[config.mk]
export PLATFORM = sky130hd
export DESIGN_NAME = jtkiwi_shr_bridge
export DESIGN_NICKNAME = d
export VERILOG_FILES = /design/src/rtl/jtkiwi_shr_bridge.sv
export SDC_FILE = /design/constraint.sdc
export NUM_CORES = 1
export LEC_CHECK = 0
export BUFFER_PORTS_ARGS = -buffer_cell sky130_fd_sc_hd__buf_2
export CELL_PAD_IN_SITES_DETAIL_PLACEMENT = 0
export CELL_PAD_IN_SITES_GLOBAL_PLACEMENT = 2
export CORE_MARGIN = 2
export CORE_UTILIZATION = 27
export DETAILED_ROUTE_END_ITERATION = 7
export GPL_ROUTABILITY_DRIVEN = 1
export MAX_ROUTING_LAYER = met4
export PLACE_DENSITY_LB_ADDON = 0.1
export SYNTH_ARGS = -nofsm -noshare
export SYNTH_HDL_FRONTEND = slang
export SYNTH_SLANG_ARGS = --single-unit
[constraint.sdc]
create_clock -name clk -period 1.9 [get_ports clk]
set_clock_uncertainty 0.05 [all_clocks]
set_input_delay 0.38 -clock clk [delete_from_list [all_inputs] [get_ports clk]]
set_output_delay 0.38 -clock clk [all_outputs]
set_load 0.02 [all_outputs]
[src/rtl/jtkiwi_shr_bridge.sv]
// jtkiwi_shr_bridge: sub Z80 window onto the shared communication RAM, with grant inference and stall
module jtkiwi_shr_bridge #(
    parameter logic [2:0] WIN    = 3'b110,
    parameter int         SETTLE = 2,
    parameter int         STW    = 8
)(
    input  logic           rst,
    input  logic           clk,
    input  logic           snd_rstn,
    input  logic [15:0]    A,
    input  logic           mreq_n,
    input  logic           rfsh_n,
    input  logic           wr_n,
    input  logic [7:0]     cpu_dout,
    input  logic           mshramen,
    input  logic [7:0]     shr_dout,
    output logic           shr_cs,
    output logic [12:0]    shr_addr,
    output logic [7:0]     shr_din,
    output logic           sub_rnw,
    output logic           dev_busy,
    output logic [7:0]     shr_q,
    output logic [STW-1:0] stall_cur,
    output logic [STW-1:0] stall_max
);
    localparam int CW = $clog2(SETTLE + 1);
    localparam logic [CW-1:0] LAST = CW'(SETTLE - 1);

    typedef enum logic [1:0] {IDLE, REQ, CAP, HOLD} state_t;

    state_t        st;
    logic [CW-1:0] cnt;
    logic          hit;

    // decode the shared window and stall the Z80 from the very cycle the access shows up
    always_comb begin
        hit      = !mreq_n && rfsh_n && A[15:13] == WIN;
        dev_busy = snd_rstn && ((hit && st == IDLE) || st == REQ || st == CAP);
    end

    // request, wait for consecutive main-idle samples, capture, then hold until the cycle ends
    always_ff @(posedge clk or posedge rst) begin
        if (rst) begin
            st        <= IDLE;
            cnt       <= '0;
            shr_cs    <= 1'b0;
            shr_addr  <= '0;
            shr_din   <= '0;
            sub_rnw   <= 1'b1;
            shr_q     <= '0;
            stall_cur <= '0;
            stall_max <= '0;
        end else if (!snd_rstn) begin
            st        <= IDLE;
            cnt       <= '0;
            shr_cs    <= 1'b0;
            shr_addr  <= '0;
            shr_din   <= '0;
            sub_rnw   <= 1'b1;
            shr_q     <= '0;
            stall_cur <= '0;
        end else begin
            case (st)
                IDLE: if (hit) begin
                    shr_addr  <= A[12:0];
                    shr_din   <= cpu_dout;
                    sub_rnw   <= wr_n;
                    shr_cs    <= 1'b1;
                    cnt       <= '0;
                    stall_cur <= '0;
                    st        <= REQ;
                end
                REQ: begin
                    stall_cur <= &stall_cur ? stall_cur : stall_cur + 1'b1;
                    cnt       <= mshramen ? '0 : cnt + 1'b1;
                    if (!mshramen && cnt == LAST) st <= CAP;
                end
                CAP: begin
                    if (sub_rnw) shr_q <= shr_dout;
                    if (stall_cur > stall_max) stall_max <= stall_cur;
                    st <= HOLD;
                end
                HOLD: if (mreq_n) begin
                    shr_cs <= 1'b0;
                    st     <= IDLE;
                end
                default: st <= IDLE;
            endcase
        end
    end
endmodule

Word level (Yosys, flattened, before mapping)

Cells that the tools add are included.

Add/sub/neg operators: 2
Multiply operators: 0
Div/mod/pow operators: 0
Order comparisons: 1
Equality and inequality tests: 15
Shift-type cells: 0
Multiplexer cells: 29
Bitwise logic cells: 0
Reduce and logical (&&, ||, !) cells: 18

Operator list:

| kind                                           | number |
|---|---|
| two-way mux 8 bit                              | 9 |
| two-way mux 13 bit                             | 3 |
| one-hot mux 8 bit (2 select lines)             | 1 |
| two-way mux 2 bit                              | 7 |
| AND reduction 3 bit                            | 4 |
| != test 3 bit (second input constant)          | 3 |
| adder 8 x 1 -> 8 bit (second input constant)   | 1 |
| greater-than comparator 8 bit                  | 1 |
| != test 2 x 1 -> 1 bit (second input constant) | 4 |
| one-hot mux 2 bit (4 select lines)             | 1 |
| AND reduction 8 bit                            | 1 |
| two-way mux 1 bit                              | 6 |
| != test 3 x 1 -> 1 bit (second input constant) | 2 |
| AND reduction 2 bit                            | 3 |
| logical AND 1 bit                              | 5 |
| == test 2 x 1 -> 1 bit (second input constant) | 2 |
| == test 2 bit (second input constant)          | 2 |
| one-hot mux 2 bit (2 select lines)             | 1 |
| == test 3 bit (second input constant)          | 1 |
| != test 3 x 2 -> 1 bit (second input constant) | 1 |
| adder 2 x 1 -> 2 bit (second input constant)   | 1 |
| zero test 1 bit                                | 2 |
| zero test 2 bit                                | 1 |
| logical OR 1 bit                               | 2 |
| one-hot mux 1 bit (2 select lines)             | 1 |

Register bits after elaboration: 51
Latch bits: 0
Bits in writable memories: 0
ROM bits: 0
Input port bits: 39
Logic and storage cells: 74
Memories kept: 0

Depth between registers and ports, before layout

Gate-level depths: netlist of the first run.

Depth after elaboration: 7
Mapped depth: 9
Gate-level depth less buffers: 7

Worst setup path before layout of the first run

Ideal clock, no wire load.

Path kind: flip-flop to flip-flop
Start point: register stall_cur[1]
End point: register stall_max[0]
Setup time: 0.125 ns
Arrival time: 1.856 ns
Required time: 1.725 ns
Setup slack: -0.131 ns
Stages on the path, launching flop included: 7
Period minus slack after synthesis: 2.031 ns
Cells stage by stage: dfrtp_1 ha_1 nor2b_1 o211ai_1 a21oi_1 o211ai_2 mux2_2

Cells in the longest elaborated chain, start to end: 2

RTL lines:

| what                          | RTL line | RTL |
|---|---|---|
| start: declaration            | 23       | `output logic [STW-1:0] stall_cur,` |
| start signal: assignment      | 74       | `stall_cur <= &stall_cur ? stall_cur : stall_cur + 1'b1;` |
| greater-than comparator 8 bit | 80       | `if (stall_cur > stall_max) stall_max <= stall_cur;` |
| AND reduction 3 bit (no line) | -        |  |
| end signal: assignment        | 80       |  |
| end: declaration              | 24       | `output logic [STW-1:0] stall_max` |

No other way between the ends.
A chain may end at the register's enable or synchronous reset.

Final worst setup path of the first run

Start point: register st[0]
End point: output dev_busy

Cells in the longest elaborated chain, start to end: 5
Elaborated cells on any way between the ends: 7
Those cells by class: 2 x eq/ne; 5 x reduce/logical

RTL lines:

| what                     | RTL line | RTL |
|---|---|---|
| start: declaration       | 31       | `state_t st;` |
| start signal: assignment | 44       | `st <= IDLE;` |
| start signal: assignment | 54       | `st <= IDLE;` |
| start signal: assignment | 71       | `st <= REQ;` |
| zero test 2 bit          | 38       | `dev_busy = snd_rstn && ((hit && st == IDLE) \|\| st == REQ \|\| st == CAP);` |
| logical AND 1 bit        | 38       |  |
| logical OR 1 bit         | 38       |  |
| logical OR 1 bit *       | 38       |  |
| logical AND 1 bit *      | 38       |  |
| end: declaration         | 21       | `output logic dev_busy,` |

Mark *: on every way between the ends. The rest lies on a longest branch, timed or not.

==> impl_summary.md, run 1 <==
Pwr
For this design the ratio of total power to cell area is 832 mW/mm^2. The static leakage is 1.88 nW. The switching part of the total is 33.8%. Combinational logic is responsible for 39.5% of the overall power. Cell internal power was estimated by the tool at 0.00209 W. The sequential power share is 38.7%. The design draws 0.00315 W.

For this design the total switching power over the nets is 0.00107 W. In this run, the clock network consumes 21.8% of the power. The largest vdd supply drop is 0.373 mV.

Logic synthesis
The fraction of the yosys area taken by sequential cells is 49.7%. The number of flip-flops and latches in the synthesized netlist is 51. The count of warnings emitted by yosys is 0. The library cell with the largest summed area after synthesis is sky130_fd_sc_hd__dfrtp_1.

Yosys attributes the largest share of cell area to sky130_fd_sc_hd__dfrtp_1, sky130_fd_sc_hd__nand2_1, sky130_fd_sc_hd__a21boi_0. The post-synthesis instance area is 0.00257 mm^2. The async set-or-reset flop fraction in the synthesized netlist is 100%.

The cell count after synthesis came out at 267. The top cell type by area accounts for 48.7% of the synthesized area. The number of nets in the synthesized netlist is 320. In this run, synthesis inferred 0 flip-flops with an integrated enable. After synthesis, the mean cell area works out to 9.62 um^2.

The number of different library cells used by synthesis comes to 33. The most frequently used flop master after synthesis is sky130_fd_sc_hd__dfrtp_1.

Layout
In the layout the commonest cells are sky130_fd_sc_hd__buf_2, sky130_fd_sc_hd__nand2_1, sky130_fd_sc_hd__buf_4. The library cell used most frequently in the layout, excluding fill and tap cells, is sky130_fd_sc_hd__buf_2. Relative to the synthesized area, the layout overhead comes to 47.6%. The fraction of final layout cells with drive strength greater than 1 is 45.2%. The number of standard cells in the layout, taps in and fillers out is 527. At the end of the flow the core is filled with cells to 41.0%. The number of inserted diodes is 0. For this run, the post-layout net count is 450.

CTS
The level count of the clock H-tree is 2. The cell sitting at the root of the clock tree is a sky130_fd_sc_hd__clkbuf_8. CTS saw 51 sinks. In this run, CTS created clock tree buffers numbering 5. The later-pin clock latency in the skew report is 0.30 ns. The clock transition time at the flip-flop clock pins of the worst setup and hold paths is 0.09 ns.

Counting along the longest clock path gives a buffer depth of 2. TritonCTS built the clock tree.

Floorplanning
The placement row count is 35. The starting density of the core is 27.8%. The core footprint is 0.00924 mm^2. The floorplan step set the die height to 102 um. In this run the horizontal extent of the chip is 102 um.

The floorplan step defined a die boundary enclosing 0.0103 mm^2. The boundary pin count is 87.

Timing
The slack of the critical path is -0.118 ns. The worst hold slack after final layout is 0.239 ns. Measured against its own limit, the worst slew margin works out to 75.1%. The hold violation count in the final report came to 0. Timing would allow up to 0.496 GHz.

Setup repair after global routing could not meet its margin everywhere. The smallest clock period supported by the final layout is computed as 2.02 ns. The final setup violation count is 9. The post-route clock period utilization is 106%.

For the pin with the worst max-slew slack, the measured transition is 0.370 ns. The number of slew-limit violations in the final report is 0.

Setup path
The data required time of the critical path is 1.47 ns. The critical path contains buffers and inverters numbering 3 combined. The worst register-to-register path has a setup slack of -0.02 ns. STA classifies the critical path startpoint as a register.

The end of the worst register-to-register path is stall_max[7]$_DFFE_PP0P_. The signal on the critical path passes through inv_2 -> ha_4 -> nor4b_4 -> buf_4 -> o31a_1 -> buf_6. The maximum fanout encountered on the critical timing path is 2. The capturing element type of the critical path is an output port. The data arrival time of the critical path is 1.59 ns.

The critical path runs through a total of 6 cells. The worst register-to-register path has a depth of 8. The critical setup path kind is reg -> out. The critical path starts at st[0]$_DFFE_PP0P_. In this design, the stage delay of the slowest critical-path cell is 0.37 ns. In this run the critical register-to-register path is launched from stall_max[1]$_DFFE_PP0P_.

The kind of cell with the highest combined delay along the critical path is flip-flops. The largest individual stage delay along the critical path comes from the cell sky130_fd_sc_hd__dfrtp_1. The critical path ends at dev_busy.

Global routing
Global routing consumed, over all layers together, 14.9% of the routing resources. The first global-routing pass estimated 11800 um of wire. The remaining global-route overflow is 0. The number of antenna violations at the first check in global routing is 0.

The number of global-route vias before repair came to 2439. Entering global routing, the biggest net connects 38 pins.

Routing
The residual DRC count is 0. The post-detailed-route wirelength per cell is 13.8 um. The count of TritonRoute iterations in the first routing pass is 4. The total length of routed wires is 7280 um. The violation count after the first detailed-routing iteration is 55. The count of antenna-violating nets left after detailed routing is 0. The via count is 2369. Dividing the detail-routed via count by the number of cells gives 4.50.

Place
Routability-driven placement finished with a final weighted congestion of 0.763. The total placed cells including tap cells is 506. The port buffer count is 86. At the placement stage, the worst setup path has a slack of -0.0350 ns. The detailed placement HPWL is 5310 um.

Job
The total of max-cap violations is 0.

Hold path
The hold path startpoint is wr_n. The type of the most critical hold path is in -> reg.

Run status
The flow ran to the end, but the final reports show violations. The checks that failed: negative setup slack.
Yosys cell counts, types with 2 or more instances:
| master | count |
|---|---|
| sky130_fd_sc_hd__inv_1 | 14 |
| sky130_fd_sc_hd__clkbuf_1 | 12 |
| sky130_fd_sc_hd__nor2_1 | 3 |
| sky130_fd_sc_hd__a21boi_0 | 30 |
| sky130_fd_sc_hd__a21oi_1 | 6 |
| sky130_fd_sc_hd__dfrtp_1 | 50 |
| sky130_fd_sc_hd__nand2_1 | 63 |
| sky130_fd_sc_hd__o31a_1 | 2 |
| sky130_fd_sc_hd__nor2b_1 | 5 |
| sky130_fd_sc_hd__or4_1 | 2 |
| sky130_fd_sc_hd__ha_1 | 14 |
| sky130_fd_sc_hd__nand3_1 | 18 |
| sky130_fd_sc_hd__o31ai_1 | 2 |
| sky130_fd_sc_hd__nor4_1 | 3 |
| sky130_fd_sc_hd__mux2_2 | 8 |
| sky130_fd_sc_hd__o21ai_0 | 12 |
| sky130_fd_sc_hd__nand2b_1 | 2 |
| sky130_fd_sc_hd__nand4_1 | 5 |
| sky130_fd_sc_hd__o22ai_1 | 2 |
state kept, by name, indices dropped and copies added (netlist names):
| register | flops |
|---|---|
| cnt | 2 |
| sub_rnw | 1 |
| stall_max | 8 |
| shr_addr | 13 |
| shr_q | 8 |
| shr_cs | 1 |
| st | 2 |
| stall_cur | 8 |
| shr_din | 8 |
layer usage:
metal / GRT usage [%] / routed length [um] / vias up
met2: 23.9 / 3440 / 51
met1: 18.9 / 3430 / 1134
met4: 4.16 / 45 / 0
li1: - / - / 1180
met5: - / 0 / -
met3: 3.31 / 357 / 4
final cells by class:
class,instances,area (um^2)
multi-input combinational,189,1350
clock buffer,8,100
sequential,51,1280
inverter,14,52.6
timing repair buffer,136,840
tap,129,161
fill,976,5450
what timing repair did:
item / CTS / global route
resized for setup: 15 / 7
pin swaps: 9 / 8
endpoints found under the setup margin: 14 / 16
hold buffers: 1 / 0
setup buffers: 9 / 5
endpoints found under the hold margin: 7 / 0
gates cloned: 0 / 0
through the flow:
step,setup TNS [ns],instance area [um^2]
2_1_floorplan,-0.555,2650
3_3_place_gp,-0.0895,3490
3_5_place_dp,-0.181,3490
4_1_cts,-0.249,3720
5_1_grt,-1.00,3790
6_report,-0.245,3790
cell families (layout without fill, tap and decap cells):
logic type | after synthesis | in the layout | share of synthesized area (%)
buffers and inverters | 27 | 158 | 3.99
AO/OA/AOI/OAI | 61 | 61 | 16.4
multiplexers | 8 | 8 | 3.51
flip-flops | 51 | 51 | 49.7
adder cells (fa/ha/maj) | 14 | 14 | 6.82
AND/OR/NAND/NOR | 106 | 106 | 19.5
power by group through the flow:
stage | registers [W] | logic (W) | clock network (W)
after floorplan | 0.00132 | 0.000574 | 0
after global placement | 0.00125 | 0.00105 | 0
after detailed placement | 0.00125 | 0.00104 | 0
after CTS | 0.00123 | 0.00115 | 0.000741
after global routing | 0.00123 | 0.00137 | 0.000780
final | 0.00122 | 0.00125 | 0.000688
worst register-to-register path, stage by stage, from the launching register on:
cell	delay (ns)
sky130_fd_sc_hd__dfrtp_2	0.42
sky130_fd_sc_hd__inv_2	0.07
sky130_fd_sc_hd__ha_4	0.20
sky130_fd_sc_hd__nor2b_1	0.12
sky130_fd_sc_hd__o211ai_1	0.21
sky130_fd_sc_hd__a21oi_2	0.11
sky130_fd_sc_hd__o211ai_4	0.19
sky130_fd_sc_hd__buf_12	0.16
sky130_fd_sc_hd__mux2_4	0.30
worst min-delay path by stage:
stage / endpoint / cells past startpoint
after global routing: shr_addr[12]$_DFFE_PP0P_ / 3
after floorplan: sub_rnw$_DFFE_PP1P_ / 2
after global placement: stall_max[4]$_DFFE_PP0P_ / 2
after detailed placement: stall_max[4]$_DFFE_PP0P_ / 2
after CTS: sub_rnw$_DFFE_PP1P_ / 3
final: sub_rnw$_DFFE_PP1P_ / 3
Note: power is estimated with default switching activity, not from simulation.
==> run 2, diff against run 1 <==
==> constraint.sdc (replaced) <==
create_clock -name clk -period 1.9 [get_ports clk]
set_clock_uncertainty 0.05 [all_clocks]
set_input_delay 0.19 -clock clk [delete_from_list [all_inputs] [get_ports clk]]
set_output_delay 0.19 -clock clk [all_outputs]
set_load 0.02 [all_outputs]
==> run 2 against run 1 <==
Compared with the run above:
- the flow still finishes with violations (negative setup slack)
- highest routed layer unchanged
- non-clock buffer count is 11 lower
- maximum frequency increased by 3.8%
- sequential power about the same
- clock power is 4.1% lower
- flip-flop and latch count is the same
==> impl_summary.md, run 2 (synthesis gave the netlist of run 1 again) <==
Run status
The flow ran to the end, but the final reports show violations. The final reports fail on negative setup slack.

Floorplanning
For this configuration, the core starts out at a cell density of 27.8%. The vertical extent of the die is 102 um. Row generation in the floorplan step produced 35 rows.

The core region is 0.00924 mm^2. The die covers 0.0103 mm^2. The die boundary width is 102 um. The boundary pin count is 87.

Setup path
In this design, the largest share of critical-path delay is due to compound AO/OA/AOI/OAI gates. Data on the critical path arrives at its endpoint at 2.08 ns. For flop-to-flop paths, the worst setup slack is -0.04 ns. The largest incremental delay on the critical path is 0.41 ns.

The number of cells traversed by the worst register-to-register path is 6. The worst setup path is launched from a register. The maximum fanout encountered on the critical timing path is 8. The slowest stage of the critical path belongs to the cell sky130_fd_sc_hd__dfrtp_1. The critical path is of the reg -> reg type.

The end of the worst register-to-register path is stall_max[3]$_DFFE_PP0P_. The startpoint identified for the worst register-to-register timing path is stall_max[0]$_DFFE_PP0P_. The capturing element type of the critical path is a register. The signal on the critical path passes through ha_1 -> nand4_1 -> o21a_1 -> o211ai_4 -> buf_12 -> mux2_4. The data required time of the critical path is 2.04 ns.

The total buffers and inverters traversed by the critical path is 1.

CTS
The clock tree from TritonCTS is done. The clock transition time at the flip-flop clock pins of the worst setup and hold paths is 0.09 ns. The number of sinks handled by clock tree synthesis is 51. The H-tree was split into 2 levels.

Clock tree synthesis selected as its root buffer the cell sky130_fd_sc_hd__clkbuf_8. The maximum buffer depth of the clock tree is 2. The later-pin clock latency in the skew report is 0.30 ns.

The TritonCTS buffer count is 5.

Hold path
The end point of the most critical hold path is sub_rnw$_DFFE_PP1P_. The depth of the worst hold-timing path is 3. In this run the worst hold path is classified as in -> reg. The startpoint identified for the worst hold timing path is wr_n.

Routing
The count of TritonRoute iterations in the first routing pass is 4. After detailed routing, the total wire length is 7100 um. In the final routed layout, each cell accounts on average for 13.8 um. The via density per instance is 4.49. The residual DRC count is 0.

The count of nets left with antenna violations once routing finished came out at 0. The via count is 2317. The violation count after the first detailed-routing iteration is 56.

Timing
The worst hold slack after final layout is 0.0471 ns. For the pin with the worst max-slew slack, the measured transition is 0.518 ns. The routed design could run at a clock period as short as 1.94 ns. Setup violations remaining at the end of the flow were counted as 8. The hold violation count in the final report came to 0. The upper clock frequency limit is 0.514 GHz.

The worst slew margin relative to its limit is 65.4%. The slack of the critical path is -0.0438 ns. The worst path uses 102% of the clock period. Setup repair after global routing could not meet its margin everywhere. The number of slew-limit violations in the final report is 0.

Pwr
The static leakage is 1.81 nW. In this run the power density over the cells is 821 mW/mm^2. The largest vdd supply drop is 0.380 mV.

Layout
The layout overhead on the synthesized area is 43.5%. The top cell types in the final layout, fill and taps aside, are sky130_fd_sc_hd__buf_2, sky130_fd_sc_hd__nand2_1, sky130_fd_sc_hd__dfrtp_1. The register with the most flip-flops in the layout has 13 of them. The fraction of final layout cells with drive strength greater than 1 is 43.7%. The most common cell after layout, fill and taps aside is sky130_fd_sc_hd__buf_2.

Counting flops per register, the top entry is shr_addr. Fill cells in the final layout number 977. The final cell utilization of the core is 39.9%. The repair_antennas step left the layout with diodes totalling 0. The number of nets in the final layout is 439.

Job
Max-cap violations in this run came to 0.

Global routing
The first global-routing pass estimated 11400 um of wire. The remaining global-route overflow is 0. For this run, the total global-route usage over all layers was measured as 14.6%. Entering global routing, the biggest net connects 31 pins. The number of antenna violations at the first check in global routing is 0. The number of global-route vias before repair came to 2276.

Place
The placer's final routability congestion estimate is 0.779. Input and output buffers added on the ports amount to 86. After legalization and detailed placement, the total HPWL measured 5130 um.

The setup slack after placement is -0.0485 ns.
run 2: metrics by stage:
| stage | total power [W] | cells | setup TNS (ns) | cell area, um^2 |
|---|---|---|---|---|
| after CTS | 0.00303 | 516 | -0.0616 | 3640 |
| after floorplan | 0.00190 | 267 | -0.555 | 2650 |
| after global placement | 0.00224 | 497 | -0.175 | 3420 |
| after detailed placement | 0.00224 | 497 | -0.386 | 3420 |
| final | 0.00303 | 516 | -0.282 | 3690 |
| after global routing | 0.00324 | 516 | -0.858 | 3690 |
run 2: cell type report:
type / instances / area, um^2 / area share (%)
multi-input combinational: 189 / 1340 / 36.2
sequential: 51 / 1280 / 34.8
timing repair buffer: 125 / 761 / 20.6
tap: 129 / 161 / 4.38
clock buffer: 7 / 86.3 / 2.34
inverter: 14 / 52.6 / 1.43
clock inverter: 1 / 5.00 / 0.136
run 2: worst max-delay path by stage:
stage                              from                  endpoint  slack, ns  cells after the start
2_1_floorplan  stall_cur[1]$_DFFE_PP0P_  stall_max[1]$_DFFE_PP0P_      -0.07                      6
3_3_place_gp          st[1]$_DFFE_PP0P_  stall_cur[5]$_DFFE_PP0P_      -0.06                      7
3_5_place_dp          st[1]$_DFFE_PP0P_  stall_cur[5]$_DFFE_PP0P_      -0.05                      7
4_1_cts        stall_cur[1]$_DFFE_PP0P_  stall_max[3]$_DFFE_PP0P_      -0.02                      7
5_1_grt        stall_max[6]$_DFFE_PP0P_  stall_max[3]$_DFFE_PP0P_      -0.11                      8
6_report       stall_max[0]$_DFFE_PP0P_  stall_max[3]$_DFFE_PP0P_      -0.04                      6
run 2: repair_timing:
| action | CTS | global route |
|---|---|---|
| gates cloned | 1 | 0 |
| pin swaps | 5 | 7 |
| resized for setup | 12 | 8 |
| setup buffers | 9 | 1 |
| endpoints found under the hold margin | 21 | 0 |
| setup endpoints to repair | 14 | 15 |
| hold buffers | 1 | 0 |
run 2: where the power goes:
group	switching [W]	internal, W
registers	0.0000517	0.00117
clock network	0.000365	0.000295
logic	0.000628	0.000520
run 2: worst reg2reg max path, cell delays in order (launching register included):
cell and delay, ns:
sky130_fd_sc_hd__dfrtp_1 0.41, sky130_fd_sc_hd__ha_1 0.29, sky130_fd_sc_hd__nand4_1 0.19, sky130_fd_sc_hd__o21a_1 0.26
sky130_fd_sc_hd__o211ai_4 0.18, sky130_fd_sc_hd__buf_12 0.16, sky130_fd_sc_hd__mux2_4 0.30
run 2: per-layer routing:
| metal | vias up | wire (um) | GRT usage [%] |
|---|---|---|---|
| li1 | 1152 | - | - |
| met1 | 1111 | 3430 | 19.5 |
| met2 | 52 | 3270 | 22.5 |
| met3 | 2 | 372 | 3.31 |
| met4 | 0 | 28 | 3.43 |
| met5 | - | 0 | - |
==> run 3, diff against run 2 <==
- CORE_ASPECT_RATIO: not set -> 1.4
- PLACE_DENSITY_LB_ADDON: 0.1 -> 0.15
==> run 3 against run 2 <==
Compared with the run above:
- highest routed layer unchanged
- the run still ends with negative setup slack left
- clock power increased by 74%
- critical path depth rose by 3
- routed wire length rose by 1.4%
- total power grew 20%
- sequential share of layout area decreased by 1.4 points
- hold slack improved by 0.023 ns
- first-iteration DRC count increased by 5.4%
- non-clock buffer count grew 6
- die area grew 0.10%
- critical endpoint is now stall_max[1]$_DFFE_PP0P_
- core utilization is 1.2 points higher
==> impl_summary.md, run 3 (synthesis gave the netlist of run 1 again) <==
Run status
The run finished, with violations left. The checks that failed: negative setup slack.

Floorplanning
During I/O placement, the number of pins put on the boundary was 87. The floorplan has 42 rows. The core footprint is 0.00935 mm^2. The die covers 0.0103 mm^2.

The die is 119 um tall. The die boundary width is 86.4 um. For this configuration, the core starts out at a cell density of 27.5%.

Timing
The total negative slack is -0.0893 ns. The final critical delay including setup and external delays is 1.92 ns. The post-route clock period utilization is 101%. The upper clock frequency limit is 0.522 GHz. Headroom to the max-slew limit came out at 74.6%. The final setup violation count is 8. The number of slew-limit violations in the final report came to 0. The hold violation count in the final report is 0. The transition time at the pin with the least slew margin is 0.377 ns. Setup repair after global routing could not meet its margin everywhere. The slack of the critical path is -0.0155 ns.

Setup path
The largest single stage delay on the critical path is 0.40 ns. The worst setup path is launched from a register. The maximum fanout encountered on the critical timing path is 8. The critical path in this run is classified as reg -> reg. Traced cell by cell, the critical path runs through inv_2 -> ha_4 -> nand4_1 -> buf_4 -> nand2b_4 -> a21oi_2 -> o211ai_4 -> buf_12 -> mux2_4.

In this run the critical register-to-register path is captured at stall_max[1]$_DFFE_PP0P_. The data arrival time of the critical path is 2.04 ns. The worst-case register-to-register setup slack is -0.02 ns.

The data required time of the critical path is 2.02 ns. Measured in cells, the most critical reg-to-reg path has a length of 9. The startpoint identified for the worst register-to-register timing path is stall_cur[0]$_DFFE_PP0P_. On the critical path, the stage with the largest delay is an instance of sky130_fd_sc_hd__dfrtp_2.

The worst setup path is captured at a register.

Pwr
The worst-case IR drop observed on VDD is 0.626 mV. The cell area power density is 943 mW/mm^2. The analysis attributes to cell leakage a power of 1.92 nW.

Place
Prior to clock tree synthesis, the placed netlist has a worst setup slack of -0.0787 ns. In this run the tool buffered the top-level ports with 86 buffer cells. The congestion estimate from routability-driven global placement came to 0.723. The detailed placement HPWL is 5200 um. The total placed cells including tap cells is 481.

Global routing
Entering global routing, the biggest net connects 30 pins. The number of antenna violations at the first check in global routing came to 0. The global-route wire length before repair is 11400 um. After global routing the overflow that remains totals 0.

The number of global-route vias before repair is 2328. In the global route stage, overall resource usage came out at 14.5%.

Layout
Summing all flip-flop and latch instances after layout gives 0.00128 mm^2. Leaving out fill and tap cells, the most frequent cells in the layout are sky130_fd_sc_hd__buf_2, sky130_fd_sc_hd__nand2_1, sky130_fd_sc_hd__dfrtp_1. Counting the fill cells in the layout gives 963. The layout overhead on the synthesized area is 49.7%. The number of nets in the final layout is 445. The register with the most flip-flops in the layout has 13 of them. The number of antenna diodes in the final layout is 0. The area of combinational cells with multiple inputs is 0.00137 mm^2. The register with the most flip-flops in the final layout is shr_addr.

Leaving out fill and tap cells, the most frequent cell in the layout is sky130_fd_sc_hd__buf_2. The count of cells in the finished layout, fillers not included, comes to 503. Cells with a size suffix above 1 make up 45.5% of the layout. Cells fill 41.1% of the core in the end.

Routing
The total length of routed wires is 7200 um. In this run the remaining antenna-violating nets after routing total 0. After detailed routing, the number of remaining DRC violations is 0.

In this run, the number of DRC markers left after iteration 0 of detailed routing was 59. After detailed routing, the number of vias per cell comes to 4.72. The via count is 2372. In the final routed layout, each cell accounts on average for 14.3 um.

The count of TritonRoute iterations in the first routing pass is 3.

CTS
The later-pin clock latency in the skew report is 0.29 ns. The TritonCTS buffer count is 5. The number of sinks handled by clock tree synthesis is 51. The level count of the clock H-tree is 2. TritonCTS built the clock tree. The clock transition time at the flip-flop clock pins of the worst setup and hold paths is 0.06 ns. The buffer cell driving the clock tree root is sky130_fd_sc_hd__clkbuf_16. The clock passes through at most 2 buffers.

Hold path
In this run the most critical hold path is launched from wr_n. The depth of the worst hold-timing path is 3. The path class of the tightest hold or removal check is in -> reg. The end point of the most critical hold path is sub_rnw$_DFFE_PP1P_.

Job
The total of max-cap violations is 0.
==> run 3: cell types whose count changed in the layout (fill, tap and decap cells not counted), moves of 2 or more <==
cell / previous run / this run
sky130_fd_sc_hd__clkbuf_16: 0 / 5
sky130_fd_sc_hd__clkbuf_8: 6 / 0
sky130_fd_sc_hd__bufinv_16: 0 / 2
sky130_fd_sc_hd__o31ai_1: 2 / 0
sky130_fd_sc_hd__nand3_1: 16 / 18
sky130_fd_sc_hd__buf_4: 35 / 39
sky130_fd_sc_hd__o21ai_2: 0 / 3
sky130_fd_sc_hd__nand3_2: 2 / 0
sky130_fd_sc_hd__o21ai_0: 9 / 5
==> run 3: area by class of cell <==
type / count / share of cell area (%)
Clock buffer: 6 / 3.35
Clock inverter: 2 / 1.56
Inverter: 14 / 1.37
Multi-Input combinational cell: 189 / 35.7
Sequential cell: 51 / 33.4
Tap cell: 110 / 3.58
Timing Repair Buffer: 131 / 21.0
==> run 3: repair_timing <==
| action | CTS | global route |
|---|---|---|
| endpoints found under the setup margin | 13 | 16 |
| buffers inserted | 6 | 6 |
| hold buffers | 1 | 0 |
| gates cloned | 1 | 0 |
| pin swaps | 6 | 14 |
| hold endpoints to repair | 11 | 0 |
| gates resized for setup | 10 | 20 |
==> run 3: report_power, final <==
part	switching, W	internal [W]	total, W	leakage [nW]
combinational	0.000650	0.000590	0.00124	1.14
sequential	0.0000632	0.00117	0.00123	0.694
clock	0.000396	0.000756	0.00115	0.0911
total	0.00111	0.00252	0.00362	1.92
==> run 3: routing by layer <==
| metal | share of wire (%) | global-route usage (%) | vias to the layer above | wire length (um) |
|---|---|---|---|---|
| met2 | 49 | 24.7 | 67 | 3500 |
| met1 | 45 | 16.9 | 1118 | 3210 |
| met4 | 2.5 | 5.18 | 0 | 183 |
| li1 | - | - | 1172 | - |
| met5 | 0 | - | - | 0 |
| met3 | 4.2 | 2.84 | 15 | 305 |
==> run 3: worst max-delay path by stage <==
stage	from	to	slack (ns)
3_3_place_gp	st[1]$_DFFE_PP0P_	stall_cur[5]$_DFFE_PP0P_	-0.11
6_report	stall_cur[0]$_DFFE_PP0P_	stall_max[1]$_DFFE_PP0P_	-0.02
5_1_grt	stall_cur[0]$_DFFE_PP0P_	stall_max[3]$_DFFE_PP0P_	-0.11
4_1_cts	st[0]$_DFFE_PP0P_	dev_busy	-0.02
2_1_floorplan	stall_cur[1]$_DFFE_PP0P_	stall_max[1]$_DFFE_PP0P_	-0.07
3_5_place_dp	st[1]$_DFFE_PP0P_	stall_cur[5]$_DFFE_PP0P_	-0.08
==> run 3: per-stage QoR <==
step | area, um^2 | hold WS [ns] | total power (W)
after global routing | 3840 | 0.0799 | 0.00388
after global placement | 3420 | 0.106 | 0.00229
final | 3840 | 0.0701 | 0.00362
after floorplan | 2650 | 0.256 | 0.00190
after CTS | 3710 | 0.0580 | 0.00356
after detailed placement | 3420 | 0.110 | 0.00230
==> run 3: worst max-delay path: cells and delay by family, from the launching register on <==
kind / cells / cell delay (ns)
flip-flops: 1 / 0.40
buffers and inverters: 3 / 0.39
multiplexers: 1 / 0.29
adder cells (fa/ha/maj): 1 / 0.25
AO/OA/AOI/OAI: 2 / 0.25
AND/OR/NAND/NOR: 2 / 0.17
